--- src/rtl/cell_pixel_mapper.sv ---
// Maps the raster position of each active pixel onto a cell grid and classifies it
// (outside grid, cell border, live cell, dead cell) from a double-buffered cell bank.
module cell_pixel_mapper #(
    parameter int GRID_W = 6,
    parameter int GRID_H = 6,
    parameter int BOX_W  = 80,
    parameter int BOX_H  = 80,
    parameter int BORDER = 3
) (
    input  logic       clk,
    input  logic       reset,
    input  logic       frame_start,
    input  logic       line_end,
    input  logic       pix_valid,
    input  logic       wr_en,
    input  logic [5:0] wr_addr,
    input  logic       wr_data,
    input  logic       swap_req,
    output logic       swap_ack,
    output logic [3:0] color_mode,
    output logic       mode_valid
);

    localparam int CELLS = GRID_W * GRID_H;
    localparam int XW    = $clog2(BOX_W);
    localparam int YW    = $clog2(BOX_H);
    localparam int CW    = $clog2(GRID_W + 1);
    localparam int RW    = $clog2(GRID_H + 1);

    localparam logic [XW-1:0] X_LAST   = XW'(BOX_W - 1);
    localparam logic [YW-1:0] Y_LAST   = YW'(BOX_H - 1);
    localparam logic [XW-1:0] X_BORDER = XW'(BOX_W - BORDER);
    localparam logic [YW-1:0] Y_BORDER = YW'(BOX_H - BORDER);
    localparam logic [CW-1:0] COL_MAX  = CW'(GRID_W);
    localparam logic [RW-1:0] ROW_MAX  = RW'(GRID_H);
    localparam logic [5:0]    CELLS_L  = 6'(CELLS);

    logic [CELLS-1:0] bank0_r;
    logic [CELLS-1:0] bank1_r;
    logic             bank_sel_r;
    logic             pending_r;
    logic             swap_ack_r;

    logic [XW-1:0] x_in_box_r;
    logic [YW-1:0] y_in_box_r;
    logic [CW-1:0] col_r;
    logic [RW-1:0] row_r;

    logic       s1_valid_r;
    logic [5:0] s1_idx_r;
    logic       s1_oog_r;
    logic       s1_border_r;

    logic [3:0] color_mode_r;
    logic       mode_valid_r;

    logic             oog_s;
    logic             border_s;
    logic [5:0]       cell_idx_s;
    logic [CELLS-1:0] front_bits_s;
    logic             front_bit_s;
    logic             swap_now_s;

    // Position classification of the pixel currently on the input.
    always_comb begin
        oog_s      = 1'b0;
        border_s   = 1'b0;
        cell_idx_s = 6'd0;
        oog_s    = (col_r >= COL_MAX) || (row_r >= ROW_MAX);
        border_s = (x_in_box_r >= X_BORDER) || (y_in_box_r >= Y_BORDER);
        if (oog_s) begin
            cell_idx_s = 6'd0;
        end else begin
            cell_idx_s = 6'(6'(row_r) * 6'(GRID_W) + 6'(col_r));
        end
    end

    // Front bank lookup for the cell held in stage 1, plus the swap decision.
    always_comb begin
        front_bits_s = '0;
        front_bit_s  = 1'b0;
        swap_now_s   = 1'b0;
        if (bank_sel_r) begin
            front_bits_s = bank1_r;
        end else begin
            front_bits_s = bank0_r;
        end
        front_bit_s = front_bits_s[s1_idx_r];
        swap_now_s  = frame_start && (pending_r || swap_req);
    end

    // Raster position counters; frame_start wins over line_end, which wins over pix_valid.
    always_ff @(posedge clk) begin
        if (reset) begin
            x_in_box_r <= '0;
            y_in_box_r <= '0;
            col_r      <= '0;
            row_r      <= '0;
        end else if (frame_start) begin
            x_in_box_r <= '0;
            y_in_box_r <= '0;
            col_r      <= '0;
            row_r      <= '0;
        end else if (line_end) begin
            x_in_box_r <= '0;
            col_r      <= '0;
            if (y_in_box_r == Y_LAST) begin
                y_in_box_r <= '0;
                if (row_r != ROW_MAX) begin
                    row_r <= row_r + RW'(1);
                end
            end else begin
                y_in_box_r <= y_in_box_r + YW'(1);
            end
        end else if (pix_valid) begin
            if (x_in_box_r == X_LAST) begin
                x_in_box_r <= '0;
                if (col_r != COL_MAX) begin
                    col_r <= col_r + CW'(1);
                end
            end else begin
                x_in_box_r <= x_in_box_r + XW'(1);
            end
        end
    end

    // Two-stage classification pipeline; color_mode holds while no pixel emerges.
    always_ff @(posedge clk) begin
        if (reset) begin
            s1_valid_r   <= 1'b0;
            s1_idx_r     <= 6'd0;
            s1_oog_r     <= 1'b0;
            s1_border_r  <= 1'b0;
            color_mode_r <= 4'b0000;
            mode_valid_r <= 1'b0;
        end else begin
            s1_valid_r   <= pix_valid;
            mode_valid_r <= s1_valid_r;
            if (pix_valid) begin
                s1_idx_r    <= cell_idx_s;
                s1_oog_r    <= oog_s;
                s1_border_r <= border_s;
            end
            if (s1_valid_r) begin
                if (s1_oog_r) begin
                    color_mode_r <= 4'b1111;
                end else if (s1_border_r) begin
                    color_mode_r <= 4'b0001;
                end else if (front_bit_s) begin
                    color_mode_r <= 4'b0010;
                end else begin
                    color_mode_r <= 4'b0000;
                end
            end
        end
    end

    // Bank storage and swap control; a write in the swap cycle lands in the outgoing back bank.
    always_ff @(posedge clk) begin
        if (reset) begin
            bank0_r    <= '0;
            bank1_r    <= '0;
            bank_sel_r <= 1'b0;
            pending_r  <= 1'b0;
            swap_ack_r <= 1'b0;
        end else begin
            if (wr_en && (wr_addr < CELLS_L)) begin
                if (bank_sel_r) begin
                    bank0_r[wr_addr] <= wr_data;
                end else begin
                    bank1_r[wr_addr] <= wr_data;
                end
            end
            if (swap_now_s) begin
                bank_sel_r <= ~bank_sel_r;
                pending_r  <= 1'b0;
                swap_ack_r <= 1'b1;
            end else begin
                swap_ack_r <= 1'b0;
                if (swap_req) begin
                    pending_r <= 1'b1;
                end
            end
        end
    end

    assign swap_ack   = swap_ack_r;
    assign color_mode = color_mode_r;
    assign mode_valid = mode_valid_r;

endmodule

--- config.mk ---
export PLATFORM = sky130hd
export DESIGN_NAME = cell_pixel_mapper
export DESIGN_NICKNAME = d
export VERILOG_FILES = /design/src/rtl/cell_pixel_mapper.sv
export SDC_FILE = /design/constraint.sdc
export NUM_CORES = 1
export LEC_CHECK = 0
export ABC_AREA = 1
export CAP_MARGIN = 20
export CORE_ASPECT_RATIO = 1.2
export CORE_MARGIN = 2
export CORE_UTILIZATION = 55
export DETAILED_ROUTE_END_ITERATION = 8
export GPL_TIMING_DRIVEN = 0
export MAX_ROUTING_LAYER = met4
export PLACE_DENSITY = 0.76
export SYNTH_ARGS = -nofsm -noshare
export SYNTH_HDL_FRONTEND = slang
export SYNTH_SLANG_ARGS = --single-unit
--- constraint.sdc ---
create_clock -name clk -period 1.8 [get_ports clk]
set_clock_uncertainty 0.15 [all_clocks]
set_input_delay 0.54 -clock clk [delete_from_list [all_inputs] [get_ports clk]]
set_output_delay 0.54 -clock clk [all_outputs]
set_load 0.05 [all_outputs]
; ---- Yosys cells after proc, flatten, opt, wreduce, memory -nomap -nowiden
; Index checks and enable logic that the tools add are counted.
[totals]
regBits = 109
[classes]
add_sub_neg = 5
mul = 1
order_cmp = 8
n_eq_ne = 4
n_mux = 14
n_bitwise = 1
reduce_logical = 13
[op_table]
columns = operator, count
row1 = bitwise mux 36 bit, 2
row2 = two-way mux 36 bit, 1
row3 = adder 7 x 1 -> 7 bit (second input constant), 2
row4 = == test 7 bit (second input constant), 2
row5 = greater-or-equal comparator 7 bit (second input constant), 2
row6 = less-than comparator 6 x 7 -> 1 bit (second input constant), 2
row7 = two-way mux 7 bit, 2
row8 = adder 3 x 1 -> 3 bit (second input constant), 2
row9 = adder 6 x 3 -> 6 bit, 1
row10 = binary-select mux 1 bit (select 6 bit), 1
row11 = demux 1 bit (select 6 bit), 1
row12 = greater-or-equal comparator 3 bit (second input constant), 2
row13 = greater-or-equal comparator 6 x 1 -> 1 bit (second input constant), 1
row14 = less-than comparator 6 bit (second input constant), 1
row15 = two-way mux 6 bit, 1
row16 = inequality test 3 bit (second input constant), 2
row17 = AND reduction 3 bit, 2
row18 = multiplier 3 x 2 -> 5 bit (second input constant), 1
row19 = two-way mux 2 bit, 2
row20 = two-way mux 4 bit, 1
row21 = AND reduction 2 bit, 2
row22 = OR reduction 2 bit, 2
row23 = logical AND 1 bit, 3
row24 = logical OR 1 bit, 3
row25 = 3 further kinds, 5

; ---- Depth between registers and ports, before layout
[depth]
word_depth = 6
ltp_mapped = 14

; ---- Least setup slack after synthesis
; Ideal clock, no wire load.
[synth_timing]
kind = reg2reg
start = register row_r[0]
end = register s1_idx_r[5]
setup_time_ns = 0.070
arrival_ns = 1.677
required_time_ns = 1.580
setup_slack_ns = -0.097
path_stages_with_launch = 8
n_path_buf = 0
cell_sequence = dfxtp_1 > inv_1 > ha_1 > fa_1 > nor3_1 > xnor2_1 > nand2_1 > a21oi_1
[synth_between]
elab_chain_cells = 3
[synth_rtl]
columns = element, line_no
row1 = "start, declared", 47  ; logic [RW-1:0] row_r;
row2 = "start signal, assigned", 110  ; row_r <= row_r + RW'(1);
row3 = multiplier 3 x 2 -> 5 bit or greater-or-equal comparator 3 bit (tied branches), "74, 69"
row4 = adder 6 x 3 -> 6 bit or logical OR 1 bit (tied branches), "74, 69"
row5 = two-way mux 6 bit *, 71  ; if (oog_s) begin
row6 = "end signal, assigned", 140  ; s1_idx_r <= cell_idx_s;
row7 = "end, declared", 50  ; logic [5:0] s1_idx_r;
; Every way passes the cells marked *; elsewhere a longest branch is shown, timed or not.
; A chain may end at the register's enable or synchronous reset.

; ---- Final worst setup path
; Ends and elaborated chain as after synthesis.

==> results.yml <==
placement:
  post-dp-hpwl_um: 11600
  placedCellCount: 974
  numPortBuffers: 16
  finalWeightedCongestion: 0.973
sta:
  fin_crit_sh_pct: 105
  unrepaired_setup_endpoints_after_global_routing: "yes"
  count_of_final_max_slew_check_failures: 0
  slew_worst_pin_ns: 0.640
  timing.final.crit_period_ns: 1.89
  fin_setup_tns_ns: -1.08
  final-hold-violation-count: 0
  postLayoutSetupSlackWorst_ns: -0.0909
  slew_headroom_pct: 57.4
  setup_viol_count_final: 49
  achievable-frequency_mhz: 529
grt:
  global_route.usage.total_pct: 34.7
  grt_first_pass_wirelength_um: 28600
  grt_antenna_before_repair: 0
  grt_max_degree: 17
  grt_pass1_vias: 6053
  grt_overflow_total: 0
cells_and_area:
  final_nets: 918
  num_antenna_cells: 0
  postLayoutCoreUtil_pct: 71.2
  area_growth_syn_to_layout_pct: 26.3
  final_layout_size_suffix_gt1_share_pct: 22.5
  post_layout_nonfiller_instances: 1020
synthesis:
  synth-seq-cells: 108
  synth_enable_flop_cells: 0
  synth_simple_gate_area_share_pct: 27.6
  synth_async_sr_flop_share_pct: 0
  synth.top_cells.by_count: "nand3_1, nand2_1, dfxtp_1"
  synth.avg_cell_area_sq_um: 6.78
  mappedNetlistNets: 860
  synth_mux_area_share_pct: 0
  most_frequent_cell_after_synthesis: "nand3_1"
  yosysSeqAreaShare_pct: 38.3
  ys_top_cells_by_area: "dfxtp_1, nand3_1, a21oi_1"
  synth.top_cell.area_share_pct: 38.3
  synth_xor_area_share_pct: 1.24
  synthDominantAreaCellType: "dfxtp_1"
  synth_compound_area_share_pct: 17.4
  yosys_warnings: 0
  unique_cell_type_count_in_the_yosys_netlist: 33
  synthesis.instances: 832
  yosys_most_used_dff: "dfxtp_1"
  synth_top_family_by_area: "simple AND/OR/NAND/NOR gates"
  synth_area_in_adders_pct: 3.37
  netlist_area_sq_um: 5640
route:
  residual_antenna_violating_net_count_after_detailed_routing: 0
  pre_repair_dr_iteration_count: 7
  drc_errors_left: 0
  viasPerCell: 6.24
  drt_iter0_drc: 836
  route.final.wire_length_um: 18800
  routed_wire_length_per_instance_um: 18.5
  route.vias.total: 6367
pwr:
  clockPowerShare_pct: 38.6
  switching_pwr_mw: 1.36
  static_leakage_power_nw: 2.49
  power_frac_comb_pct: 13.5
  switching_share_of_power_pct: 26.8
  pwr_density_cell_nw_per_um2: 710
  power_report.internal_total_mw: 3.70
  share_seq_of_total_power_pct: 47.9
  total_power_mw: 5.06
  peakVddDrop_uv: 393
floorplanning:
  die_height_um: 115
  die_area_sq_um: 11100
  core.rowCount: 40
  boundaryPins: 20
  start_util_pct: 56.4
  chipWidth_um: 96.5
  core_region_area_sq_um: 10000
cts:
  numCtsBuffers: 9
  cts.htree.levels: 3
  cts_tree: "yes"
  clkLatencyLatePin_ns: 0.35
  clk_pin_slew_ns: 0.07
  cts.root.buffer_cell: "clkbuf_16"
  tritoncts_num_sinks: 108
  cts_hold_repair.buffers: 0
  cts_buffer_depth: 2
run_status:
  outcome: "complete, but fails checks"
  failed_checks: "negative setup slack"
worst_hold_path:
  holdCritPathClass: "flop to flop"
worst_setup_path:
  reg2reg_from: "row_r[0]"
  critPathRequiredTime_ns: 1.93
  crit_arrival_ns: 2.03
  regToRegEndpoint: "s1_idx_r[5]"
  critPathCaptureType: "flop"
  cp-startpoint: "row_r[0]"
  r2r_slack_ns: -0.09
  reg2regPathDepth: 8
  crit_type: "flop to flop"
  cp_startpoint_kind: "flop"
  cp_max_fo: 4
  endpoint: "s1_idx_r[5]"
job:
  drv.max_cap_violation_count: 0
critical path, cell delays in order, from the launching register on:
cell and delay, ns:
dfxtp_4 0.37, buf_4 0.12, ha_1 0.22, inv_1 0.07
fa_2 0.37, nor3_2 0.21, xnor2_1 0.13, nand2_1 0.08
a21oi_2 0.10
layout by cell type (no fill, tap or decap), types with 6 or more instances in the layout:
cell and n:
a21oi_1 84, buf_2 6, buf_6 12, clkbuf_16 13
a21oi_2 9, nand2_1 116, o21ai_1 47, clkbuf_1 13
o21ai_2 7, nor2_4 7, dfxtp_1 101, inv_2 16
nor3_1 6, nor3_2 13, nand3_1 128, nor2_1 36
ha_1 9, buf_4 25, inv_1 91, nor2_2 29
o21ai_0 34, clkdlybuf4s15_2 6, clkbuf_2 7
what timing repair did:
| action | in CTS | in global routing |
|---|---|---|
| pin swaps | 19 | 12 |
| buffers inserted | 19 | 7 |
| endpoints found under the setup margin | 94 | 93 |
| cloned | 3 | 2 |
| gates resized for setup | 187 | 86 |
| hold endpoints to repair | 0 | 0 |
worst min path at each step:
stage / start / to / depth (start not counted)
3_5_place_dp: bank0_r[32] / bank0_r[32] / 2
5_1_grt: bank1_r[6] / bank1_r[6] / 2
4_1_cts: bank0_r[27] / bank0_r[27] / 2
3_3_place_gp: bank1_r[34] / bank1_r[34] / 2
2_1_floorplan: s1_idx_r[5] / s1_idx_r[5] / 2
6_report: bank0_r[27] / bank0_r[27] / 2
flip-flops by register name, indices dropped and copies added, names as in the netlist:
| register | flops |
|---|---|
| y_in_box_r | 7 |
| col_r | 3 |
| bank1_r | 36 |
| swap_ack | 1 |
| mode_valid | 1 |
| color_mode | 3 |
| bank_sel_r | 1 |
| x_in_box_r | 7 |
| row_r | 3 |
| s1_oog_r | 1 |
| s1_border_r | 1 |
| bank0_r | 36 |
| s1_idx_r | 6 |
| pending_r | 1 |
| s1_valid_r | 1 |
per-stage QoR:
step	area, sq um	worst slack (ns)	hold slack [ns]
final	7120	-0.0909	0.320
after global routing	7120	-0.215	0.341
after CTS	6860	-0.0820	0.323
after detailed placement	5980	-0.905	0.315
after global placement	5980	-0.824	0.306
after floorplan	5670	0.0215	0.295
power by group through the flow:
stage          Sequential [mW]  Combinational [mW]  Clock (mW)
3_5_place_dp              2.47               0.489           0
4_1_cts                   2.42               0.596        1.95
3_3_place_gp              2.47               0.483           0
2_1_floorplan             2.49               0.284           0
5_1_grt                   2.42               0.708        2.05
6_report                  2.42               0.683        1.95
kinds of logic (layout without fill, tap and decap cells):
| logic type | count (synthesis) | count (layout) |
|---|---|---|
| and+or+nand+nor | 355 | 356 |
| DFF | 108 | 108 |
| adders and majority gates | 14 | 14 |
| buffers and inverters | 157 | 218 |
| xor gates and xnor gates | 8 | 8 |
| AOI/OAI and AO/OA | 190 | 190 |
area by class of cell:
cell class | instances | area (sq um)
repair buffers | 45 | 398
inverters | 113 | 465
repair inverters | 1 | 8.76
flip-flops and latches | 108 | 2180
well taps | 126 | 158
clock inverters | 5 | 53.8
clock buffers | 10 | 229
multi-input cells | 568 | 3210
fillers | 762 | 2890
plain buffers | 44 | 425
routing by layer:
metal	GRT usage [%]	wire, um
met1	37.5	6830
met3	6.55	1740
met2	55.5	8990
met5	-	0
met4	26.3	1270
Power figures use the tool's default switching activity.
